--- src/rtl/if_id_decode_stage.sv ---
// IF/ID register slice with opcode decode to immediate-generator control and field extraction.
// Optional illegal-opcode trap enabled with `define IF_ID_ILLEGAL_TRAP_EN.
module if_id_decode_stage #(
  parameter int unsigned PC_W  = 64,
  parameter int unsigned CNT_W = 32
) (
  input  logic             CLK,
  input  logic             Reset_L,
  input  logic             InValid,
  output logic             InReady,
  input  logic [31:0]      InInstr,
  input  logic [PC_W-1:0]  InPC,
  input  logic             Flush,
  output logic             OutValid,
  input  logic             OutReady,
  output logic [PC_W-1:0]  OutPC,
  output logic [25:0]      Imm26,
  output logic [2:0]       ImmCtrl,
  output logic [4:0]       Rd,
  output logic [4:0]       Rn,
  output logic [4:0]       Rm,
  output logic [CNT_W-1:0] DecodeCount
`ifdef IF_ID_ILLEGAL_TRAP_EN
  ,
  output logic             Illegal,
  output logic             TrapSticky
`endif
);

  localparam logic [2:0] CtrlImmAlu  = 3'b000;
  localparam logic [2:0] CtrlMem     = 3'b001;
  localparam logic [2:0] CtrlBranch  = 3'b010;
  localparam logic [2:0] CtrlCondBr  = 3'b011;
  localparam logic [2:0] CtrlMovWide = 3'b100;
  localparam logic [2:0] CtrlNone    = 3'b111;

  logic             valid_q, valid_d;
  logic [31:0]      instr_q, instr_d;
  logic [PC_W-1:0]  pc_q, pc_d;
  logic [CNT_W-1:0] count_q, count_d;
  logic             accept, handoff, in_ready_raw;
  logic [2:0]       imm_ctrl;

  assign in_ready_raw = !valid_q || OutReady;

  // Flush drops both the held instruction and any same-cycle arrival.
  assign accept  = InValid && InReady && !Flush;
  assign handoff = valid_q && OutReady && !Flush;

  always_comb begin
    valid_d = valid_q;
    instr_d = instr_q;
    pc_d    = pc_q;
    count_d = count_q;
    if (Flush) begin
      valid_d = 1'b0;
    end else begin
      if (handoff) begin
        valid_d = 1'b0;
        count_d = count_q + CNT_W'(1);
      end
      if (accept) begin
        valid_d = 1'b1;
        instr_d = InInstr;
        pc_d    = InPC;
      end
    end
  end

  always_ff @(posedge CLK or negedge Reset_L) begin
    if (!Reset_L) begin
      valid_q <= 1'b0;
      instr_q <= '0;
      pc_q    <= '0;
      count_q <= '0;
    end else begin
      valid_q <= valid_d;
      instr_q <= instr_d;
      pc_q    <= pc_d;
      count_q <= count_d;
    end
  end

  always_comb begin
    imm_ctrl = CtrlNone;
    if (instr_q[31:22] == 10'b1001000100 || instr_q[31:22] == 10'b1101000100) begin
      imm_ctrl = CtrlImmAlu;
    end else if (instr_q[31:21] == 11'h7C2 || instr_q[31:21] == 11'h7C0) begin
      imm_ctrl = CtrlMem;
    end else if (instr_q[31:26] == 6'b000101) begin
      imm_ctrl = CtrlBranch;
    end else if (instr_q[31:24] == 8'b10110100) begin
      imm_ctrl = CtrlCondBr;
    end else if (instr_q[31:23] == 9'b110100101) begin
      imm_ctrl = CtrlMovWide;
    end
  end

`ifdef IF_ID_ILLEGAL_TRAP_EN
  logic trap_q;

  // R-type data-processing ops carry no immediate but are legal.
  assign Illegal = valid_q && (imm_ctrl == CtrlNone) &&
                   (instr_q[28:24] != 5'b01010) && (instr_q[28:24] != 5'b01011);

  always_ff @(posedge CLK or negedge Reset_L) begin
    if (!Reset_L) begin
      trap_q <= 1'b0;
    end else if (handoff && Illegal) begin
      trap_q <= 1'b1;
    end
  end

  assign TrapSticky = trap_q;
  assign InReady    = in_ready_raw && !trap_q;
`else
  assign InReady = in_ready_raw;
`endif

  assign OutValid    = valid_q;
  assign OutPC       = pc_q;
  assign Imm26       = instr_q[25:0];
  assign ImmCtrl     = imm_ctrl;
  assign Rd          = instr_q[4:0];
  assign Rn          = instr_q[9:5];
  assign Rm          = instr_q[20:16];
  assign DecodeCount = count_q;

endmodule

--- config.mk ---
export PLATFORM = sky130hd
export DESIGN_NAME = if_id_decode_stage
export DESIGN_NICKNAME = d
export VERILOG_FILES = /design/src/rtl/if_id_decode_stage.sv
export SDC_FILE = /design/constraint.sdc
export NUM_CORES = 1
export LEC_CHECK = 0
export BUFFER_PORTS_ARGS = -buffer_cell sky130_fd_sc_hd__buf_2
export CAP_MARGIN = 10
export CORE_MARGIN = 2
export CORE_UTILIZATION = 51
export CTS_BUF_LIST = sky130_fd_sc_hd__clkbuf_16
export DETAILED_ROUTE_END_ITERATION = 10
export GPL_ROUTABILITY_DRIVEN = 0
export HOLD_SLACK_MARGIN = 0.06
export MAX_ROUTING_LAYER = met4
export PLACE_DENSITY = 0.85
export SETUP_SLACK_MARGIN = 0.05
export SYNTH_ARGS = -nofsm -noshare
export SYNTH_HDL_FRONTEND = slang
export SYNTH_SLANG_ARGS = --single-unit
export TNS_END_PERCENT = 5
--- constraint.sdc ---
create_clock -name CLK -period 5.65 [get_ports CLK]
set_input_delay 1.4125 -clock CLK [delete_from_list [all_inputs] [get_ports CLK]]
set_output_delay 1.4125 -clock CLK [all_outputs]
set_load 0.01 [all_outputs]
==> Yosys cells after proc, flatten, opt, wreduce, memory -nomap -nowiden <==
Cells that the tools add are included.
{ "classes": {"n_reduce_logical": 12, "n_addsub": 1, "bitwise": 1, "eq_ne": 7, "muxes": 8} }
{ "ops": {"columns": ["operator", "n"], "rows": [
  ["$add A32 B1 Y32 const B", 1],
  ["$eq A11 B11 Y1 const B", 2],
  ["$eq A10 B10 Y1 const B", 2],
  ["$mux W3", 4],
  ["$eq A9 B9 Y1 const B", 1],
  ["$eq A8 B8 Y1 const B", 1],
  ["$eq A6 B3 Y1 const B", 1],
  ["$logic_and A1 B1 Y1", 4],
  ["$reduce_and A2 Y1", 2],
  ["$logic_or A1 B1 Y1", 3],
  ["$mux W1", 3],
  ["$reduce_bool A3 Y1", 1],
  ["$logic_not A1 Y1", 2],
  ["$mux W2", 1],
  ["$not A1 Y1", 1]
]} }
{ "word_totals": {"inputBits": 101, "output_inout_bits": 142, "reg_bits": 129, "wordCells": 33} }

==> Longest topological paths before layout <==
Gate-level depths: netlist of the first run.
{ "depth": {"word_depth": 6, "mapped_depth": 6, "mapped_depth_nobuf": 5} }

==> Worst setup path after synthesis of the first run <==
No wires, ideal clock.
{ "synth_timing": {"kind": "input to output", "start": "input port OutReady", "end": "output port InReady", "arrival_ps": 1696, "required_time_ps": 4238, "path_slack_ps": 2542, "path_buffers": 0, "stages": 2, "cell_sequence": "nor2b_1 inv_1"} }
{ "synth_between": {"elab_chain_len": 1} }
{ "synth_rtl": {"columns": ["item", "line_no", "rtl"], "rows": [
  ["start: declaration", "15", "input logic OutReady,"],
  ["$logic_or A1 B1 Y1", "44", "assign in_ready_raw = !valid_q || OutReady;"],
  ["end: declaration", "10", "output logic InReady,"]
]} }
No other way between the ends.

==> Worst setup path after layout of the first run <==
{ "layout_timing": {"start": "register instr_q[24]", "end": "output port ImmCtrl[2]"} }
{ "layout_between": {"elab_chain_len": 5, "elab_cells_between_ends": 11, "classes_between": "eq/ne (5); mux (4); reduce/logical (2)"} }
{ "layout_rtl": {"columns": ["item", "line_no", "rtl"], "rows": [
  ["start: declaration", "38", "logic [31:0] instr_q, instr_d;"],
  ["start signal: assignment", "78", "instr_q <= instr_d;"],
  ["$eq A8 B8 Y1", "92", "end else if (instr_q[31:24] == 8'b10110100) begin"],
  ["$mux W3", "92", null],
  ["$mux W3", "90", "end else if (instr_q[31:26] == 6'b000101) begin"],
  ["$mux W3", "88", "end else if (instr_q[31:21] == 11'h7C2 || instr_q[31:21] == 11'h7C0) begin"],
  ["$mux W3 (*)", "86", "if (instr_q[31:22] == 10'b1001000100 || instr_q[31:22] == 10'b1101000100) begin"],
  ["end: declaration", "18", "output logic [2:0] ImmCtrl,"]
]} }
Every way passes the cells marked *; elsewhere a longest branch is shown, timed or not.

==> summary.txt, run 1 <==
antenna cells -> 0
Starting Density -> 51.6%
Fill cells -> 815
via count -> 3812
DR WL met2 -> 6360 um
Post-Route WL -> 12200 um
Syn-to-layout area delta -> 29.3%
GRT Overall Usage -> 21.4%
leading area contributor after synthesis -> dfrtp_1
endpoints failing hold -> 0
Setup WS pre-CTS -> 2.23 ns
Avg Cell Area, Syn -> 14.0 sq um
register area share after synthesis -> 58.2%
total CTS buffers -> 17
Top Ports -> 243
Final WS setup -> 2.03 ns
antenna viol nets, final -> 0
CTS H-tree depth -> 4
hold buffer count at CTS -> 0
Max Root-Sink Buffers -> 2
share of Yosys cell area claimed by the top area cell type -> 58.2%
Core ar. -> 10700 sq um
Tightest Hold Check Type -> flop to flop
Power Density -> 372 nW/um^2
Combinational Power Share -> 17.2%
Initial DRT Pass Iterations -> 4
Clk Latency, worst-skew pair -> 0.40 ns
number of global-route vias before repair -> 3833
Die Width -> 108 um
Avg WL per Cell -> 16.1 um
outcome -> completed
global-route wire length before repair -> 18600 um
worst slew pin tran -> 0.948 ns
Core Util, Final -> 66.8%
Pins Over Slew Limit -> 0
detailed placer's ending HPWL -> 8920 um
post_cts resized -> 0
minimum clock period -> 3.62 ns
leakage -> 3.62 nW
headroom to the max-slew limit -> 36.2%
fmax -> 277 MHz
register area -> 3230 sq um
initial antenna violation count -> 0
clk_skew -> 0.00833 ns
CTS tree -> yes
critical path required time -> 4.24 ns
share of layout cells above drive strength 1 -> 61.7%
Yosys cell types -> 34
Crit path arrival time -> 2.20 ns
port buffer count -> 242
DRC viols -> 0
CTS Root Cell -> clkbuf_16
Synth Instances -> 396
Max Cap Viol -> 0
initial detailed-routing violation count -> 140
total negative slack -> 0 ns
Met1 Wirelength -> 4890 um
reg2reg setup slack -> 3.58 ns
largest net degree at the start of global routing -> 98
Switching Fraction -> 26.0%
Post-Syn Area -> 5550 sq um
Crit Path Max Fanout -> 5
critical path type -> flop to output port
setup bufs post-CTS -> 0
vias per cell -> 5.02
maximum VDD drop -> 195 uV
Sw Pwr -> 0.695 mW
TritonCTS Sinks -> 129
number of synthesis warnings -> 0
Die Area -> 11700 sq um
multi-input logic area -> 1930 sq um
CP Capture Type -> output port
DR top layer -> met4
sequential share of power -> 42.9%
register bit total from synthesis -> 129
Final period util -> 64.0%
RSZ-0062 raised after global routing -> false
met3 WL post-DR -> 731 um
DIE HEIGHT -> 108 um
# rows -> 38
setup violation total in the final timing report -> 0
Synth area leaders -> dfrtp_1 58%, mux2_2 19%, buf_4 5.5%
Synth Net Count -> 498
nets -> 708
Clock Pin Slew Worst Setup and Hold Paths -> 0.06 ns
Setup crit start kind -> flop
power share of the clock group -> 39.8%
P_int -> 1.98 mW
Overflow after GRT -> 0
## cell families after synthesis
logic type / count (synthesis) / share of synthesized area, %
flops: 129 / 58.2
mux: 96 / 19.5
simple gates: 75 / 9.47
buf+inv: 59 / 7.17
xor+xnor: 31 / 4.89
compound gates: 5 / 0.564
fa+ha+maj: 1 / 0.225
## routing by layer
metal,track usage (%),vias to the layer above
met5,-,-
li1,-,1763
met4,8.42,0
met2,37.1,149
met1,23.9,1876
met3,5.06,24
## synthesized netlist by cell type (all sizes together)
cell / count
nor2b: 1
nand3: 9
xnor2: 15
nand3b: 1
xor2: 16
nor2: 12
nand4: 6
nor3: 4
mux2: 96
a21oi: 1
and4: 1
nand4b: 2
buf: 54
or4bb: 1
nor4: 11
nor3b: 1
nand2: 13
ha: 1
dfrtp: 129
inv: 5
or4: 1
or3b: 1
nor4bb: 3
a211oi: 1
or3: 1
o21ai: 2
a2111oi: 1
and3: 7
## metrics by stage
step           cells  hold slack (ns)  cell area [sq um]  total power, mW
3_5_place_dp     727            0.464               6600             1.63
2_1_floorplan    396            0.482               5550             1.45
4_1_cts          759            0.475               7170             2.70
6_report         759            0.467               7170             2.67
3_3_place_gp     727            0.453               6600             1.60
5_1_grt          759            0.496               7170             2.79
## registers in the layout, summed over array words and instances (netlist names)
signal / flops
OutValid: 1
DecodeCount: 32
instr_q: 32
OutPC: 64
## worst max-delay path: stages, from the launching register on
cell and delay, ns:
dfrtp_1 0.43, nor4bb_1 0.34, nand4b_1 0.13, a2111oi_0 0.62, a21oi_1 0.11, buf_2 0.18
## final cells by class
cell class                 count  share of cell area, %
clock inverter                15                   2.09
tap                          140                   2.44
inverter                       5                  0.262
sequential                   129                   45.0
timing repair buffer         245                   17.4
clock buffer                  17                   5.93
multi-input combinational    208                   26.9
## layout by cell type (no fill, tap or decap), types with 3 or more instances in the layout
| cell type | Yosys | layout |
|---|---|---|
| nand4_1 | 5 | 5 |
| buf_2 | 12 | 241 |
| clkbuf_16 | 0 | 17 |
| bufinv_16 | 0 | 3 |
| nor2_1 | 12 | 12 |
| and3_1 | 7 | 7 |
| nor4_2 | 7 | 7 |
| nor3_1 | 4 | 4 |
| clkinv_2 | 0 | 5 |
| nand2_1 | 13 | 13 |
| xor2_1 | 16 | 16 |
| inv_1 | 5 | 6 |
| nand3_1 | 8 | 8 |
| clkinv_1 | 0 | 4 |
| buf_4 | 41 | 3 |
| dfrtp_1 | 129 | 129 |
| mux2_2 | 96 | 96 |
| xnor2_1 | 15 | 15 |
| nor4bb_1 | 3 | 3 |
## power groups by stage
stage	logic [mW]	clock network, mW	registers (mW)
6_report	0.460	1.06	1.15
5_1_grt	0.499	1.13	1.16
4_1_cts	0.467	1.09	1.15
3_5_place_dp	0.465	0	1.16
3_3_place_gp	0.453	0	1.15
2_1_floorplan	0.255	0	1.19
## worst paths after layout
kind	cells after the start	to	start
setup reg to reg	5	DecodeCount[26]	DecodeCount[0]
max in group asynchronous	2	instr_q[1]	Reset_L
setup / recovery	5	ImmCtrl[2]	instr_q[24]
hold / removal	1	DecodeCount[31]	DecodeCount[31]
hold reg to reg	1	DecodeCount[31]	DecodeCount[31]
min in group asynchronous	2	OutPC[5]	Reset_L
Note: power is estimated with default switching activity, not from simulation.
==> run 2: changes to the inputs <==
--- a/config.mk
+++ b/config.mk
@@ -8,13 +8,13 @@
 export BUFFER_PORTS_ARGS = -buffer_cell sky130_fd_sc_hd__buf_2
 export CAP_MARGIN = 10
 export CORE_MARGIN = 2
-export CORE_UTILIZATION = 51
+export CORE_UTILIZATION = 48
 export CTS_BUF_LIST = sky130_fd_sc_hd__clkbuf_16
 export DETAILED_ROUTE_END_ITERATION = 10
 export GPL_ROUTABILITY_DRIVEN = 0
 export HOLD_SLACK_MARGIN = 0.06
 export MAX_ROUTING_LAYER = met4
-export PLACE_DENSITY = 0.85
+export PLACE_DENSITY = 0.81
 export SETUP_SLACK_MARGIN = 0.05
 export SYNTH_ARGS = -nofsm -noshare
 export SYNTH_HDL_FRONTEND = slang
==> constraint.sdc (replaced) <==
create_clock -name CLK -period 3.7 [get_ports CLK]
set_input_delay 0.925 -clock CLK [delete_from_list [all_inputs] [get_ports CLK]]
set_output_delay 0.925 -clock CLK [all_outputs]
set_load 0.01 [all_outputs]
==> run 2 against run 1 <==
Effect of this change: cell count grew 1.1%; clock skew is 0.0035 ns lower; count of clock-buffer cells in the layout unchanged; worst hold slack worse by 0.054 ns; die area increased by 6.0%; routed wire length shrank 2.1%; critical path type unchanged; largest cell class unchanged.
==> summary.txt, run 2 (synthesized netlist as in run 1, its figures left out) <==
Crit path arrival time -> 2.35 ns (+0.15 ns)
Final period util -> 88.4%
Die Width -> 112 um (+3.0%)
RSZ-0062 raised after global routing -> false
detailed placer's ending HPWL -> 8870 um (-0.51%)
Core ar. -> 11400 sq um (+5.8%)
Pins Over Slew Limit -> 0 (unchanged)
clk_skew -> 0.00485 ns (-0.00348 ns)
commonest non-fill, non-tap cells in the layout -> 241 x buf_2, 129 x dfrtp_1, 96 x mux2_2, 17 x clkbuf_16, 16 x xor2_1
Avg WL per Cell -> 15.6 um (-3.1%)
CTS H-tree depth -> 4 (unchanged)
minimum clock period -> 3.27 ns
total CTS buffers -> 17 (unchanged)
TritonCTS Sinks -> 129 (unchanged)
Top Ports -> 243 (unchanged)
largest net degree at the start of global routing -> 71 (-28%)
via count -> 3840 (+0.73%)
DR top layer -> met4
DIE HEIGHT -> 112 um (+3.0%)
initial detailed-routing violation count -> 134 (-4.3%)
DR WL met2 -> 6030 um (-5.2%)
antenna viol nets, final -> 0 (unchanged)
Clock Pin Slew Worst Setup and Hold Paths -> 0.06 ns (about the same)
port buffer count -> 242 (unchanged)
placed insts -> 735 (+1.1%)
Initial DRT Pass Iterations -> 4 (unchanged)
Power Density -> 570 nW/um^2 (+53%)
post_cts resized -> 0 (unchanged)
initial antenna violation count -> 0 (unchanged)
critical path required time -> 2.77 ns (-1.47 ns)
GRT Overall Usage -> 20.2% (-1.2 points)
CP Capture Type -> output port
Die Area -> 12400 sq um (+6.0%)
worst slew pin tran -> 0.936 ns (-0.0122 ns)
Crit Path Max Fanout -> 5 (unchanged)
nets -> 713 (+0.71%)
critical path type -> flop to output port
setup bufs post-CTS -> 0 (unchanged)
setup violation total in the final timing report -> 0 (unchanged)
Overflow after GRT -> 0 (unchanged)
total negative slack -> 0 ns (unchanged)
share of layout cells above drive strength 1 -> 61.9% (+0.15 points)
CTS Root Cell -> clkbuf_16
register area -> 3230 sq um (unchanged)
global-route wire length before repair -> 19400 um (+4.0%)
# rows -> 39 (+2.6%)
leakage -> 3.66 nW (+1.3%)
Max Root-Sink Buffers -> 2 (unchanged)
Setup crit start kind -> flop
fmax -> 306 MHz
max FFs per register -> 64 (unchanged)
outcome -> completed
headroom to the max-slew limit -> 37.0% (+0.82 points)
multi-input logic area -> 1930 sq um (unchanged)
Syn-to-layout area delta -> 31.0%
endpoints failing hold -> 0 (unchanged)
Fill cells -> 857 (+5.2%)
Starting Density -> 48.8% (-2.8 points)
CTS tree -> yes
most common cell after layout, fill and taps aside -> buf_2
maximum VDD drop -> 362 uV (+86%)
Post-Route WL -> 11900 um (-2.1%)
DRC viols -> 0 (unchanged)
Clk Latency, worst-skew pair -> 0.41 ns (about the same)
vias per cell -> 5.01 (-0.32%)
Final Total Pwr -> 4.14 mW (+55%)
number of global-route vias before repair -> 3988 (+4.0%)
Final Non-Filler Cells -> 767 (+1.1%)
antenna cells -> 0 (unchanged)
Met1 Wirelength -> 4850 um (-0.86%)
hold buffer count at CTS -> 0 (unchanged)
Tightest Hold Check Type -> primary input to asynchronous set/reset pin
Max Cap Viol -> 0 (unchanged)
met3 WL post-DR -> 764 um (+4.5%)
run 2: cell types whose count changed in the layout (fill, tap and decap cells not counted), sizes merged:
cell	change
buf	+5
bufinv	+1
clkinv	-4
clkinvlp	+1
inv	+2
run 2: final timing paths:
| kind | cells past startpoint | from | slack, ns | endpoint |
|---|---|---|---|---|
| worst max-delay path | 5 | instr_q[24] | 0.43 | ImmCtrl[1] |
| max in group asynchronous | 2 | Reset_L | 2.52 | OutPC[55] |
| worst max register to register | 5 | DecodeCount[0] | 1.64 | DecodeCount[26] |
| worst min-delay path | 1 | Reset_L | 0.41 | DecodeCount[21] |
| worst min register to register | 1 | DecodeCount[29] | 0.50 | DecodeCount[29] |
| min in group CLK | 1 | DecodeCount[29] | 0.50 | DecodeCount[29] |
run 2: metrics by stage:
step / cell area (sq um) / hold slack, ns / util (%) / worst slack [ns]
2_1_floorplan: 5550 / 0.482 / - / 1.35
3_3_place_gp: 6670 / 0.457 / 58.6 / 1.15
3_5_place_dp: 6670 / 0.456 / 58.6 / 0.844
4_1_cts: 7270 / 0.408 / 63.9 / 0.398
5_1_grt: 7270 / 0.414 / 63.9 / 0.194
6_report: 7270 / 0.413 / 63.9 / 0.427
run 2: area by class of cell:
type	count	share of cell area (%)
Clock buffer	17	5.85
Clock inverter	15	2.43
Inverter	5	0.258
Multi-Input combinational cell	208	26.5
Sequential cell	129	44.4
Tap cell	143	2.46
Timing Repair Buffer	250	18.0
run 2: worst max-delay path, stage by stage, from the launching register on:
cell and delay (ns):
dfrtp_1 0.42, nor4bb_1 0.37, nand4b_1 0.16, a2111oi_0 0.73
nor2_1 0.10, buf_2 0.17
run 2: power breakdown:
part	leakage [nW]	internal, mW	switching (mW)
Sequential	1.57	1.61	0.139
Clock	0.299	1.11	0.574
Combinational	1.79	0.369	0.335
run 2: metal layers:
metal,track usage (%),vias up
li1,-,1782
met5,-,-
met4,8.48,0
met1,24.0,1859
met2,32.9,171
met3,5.17,28
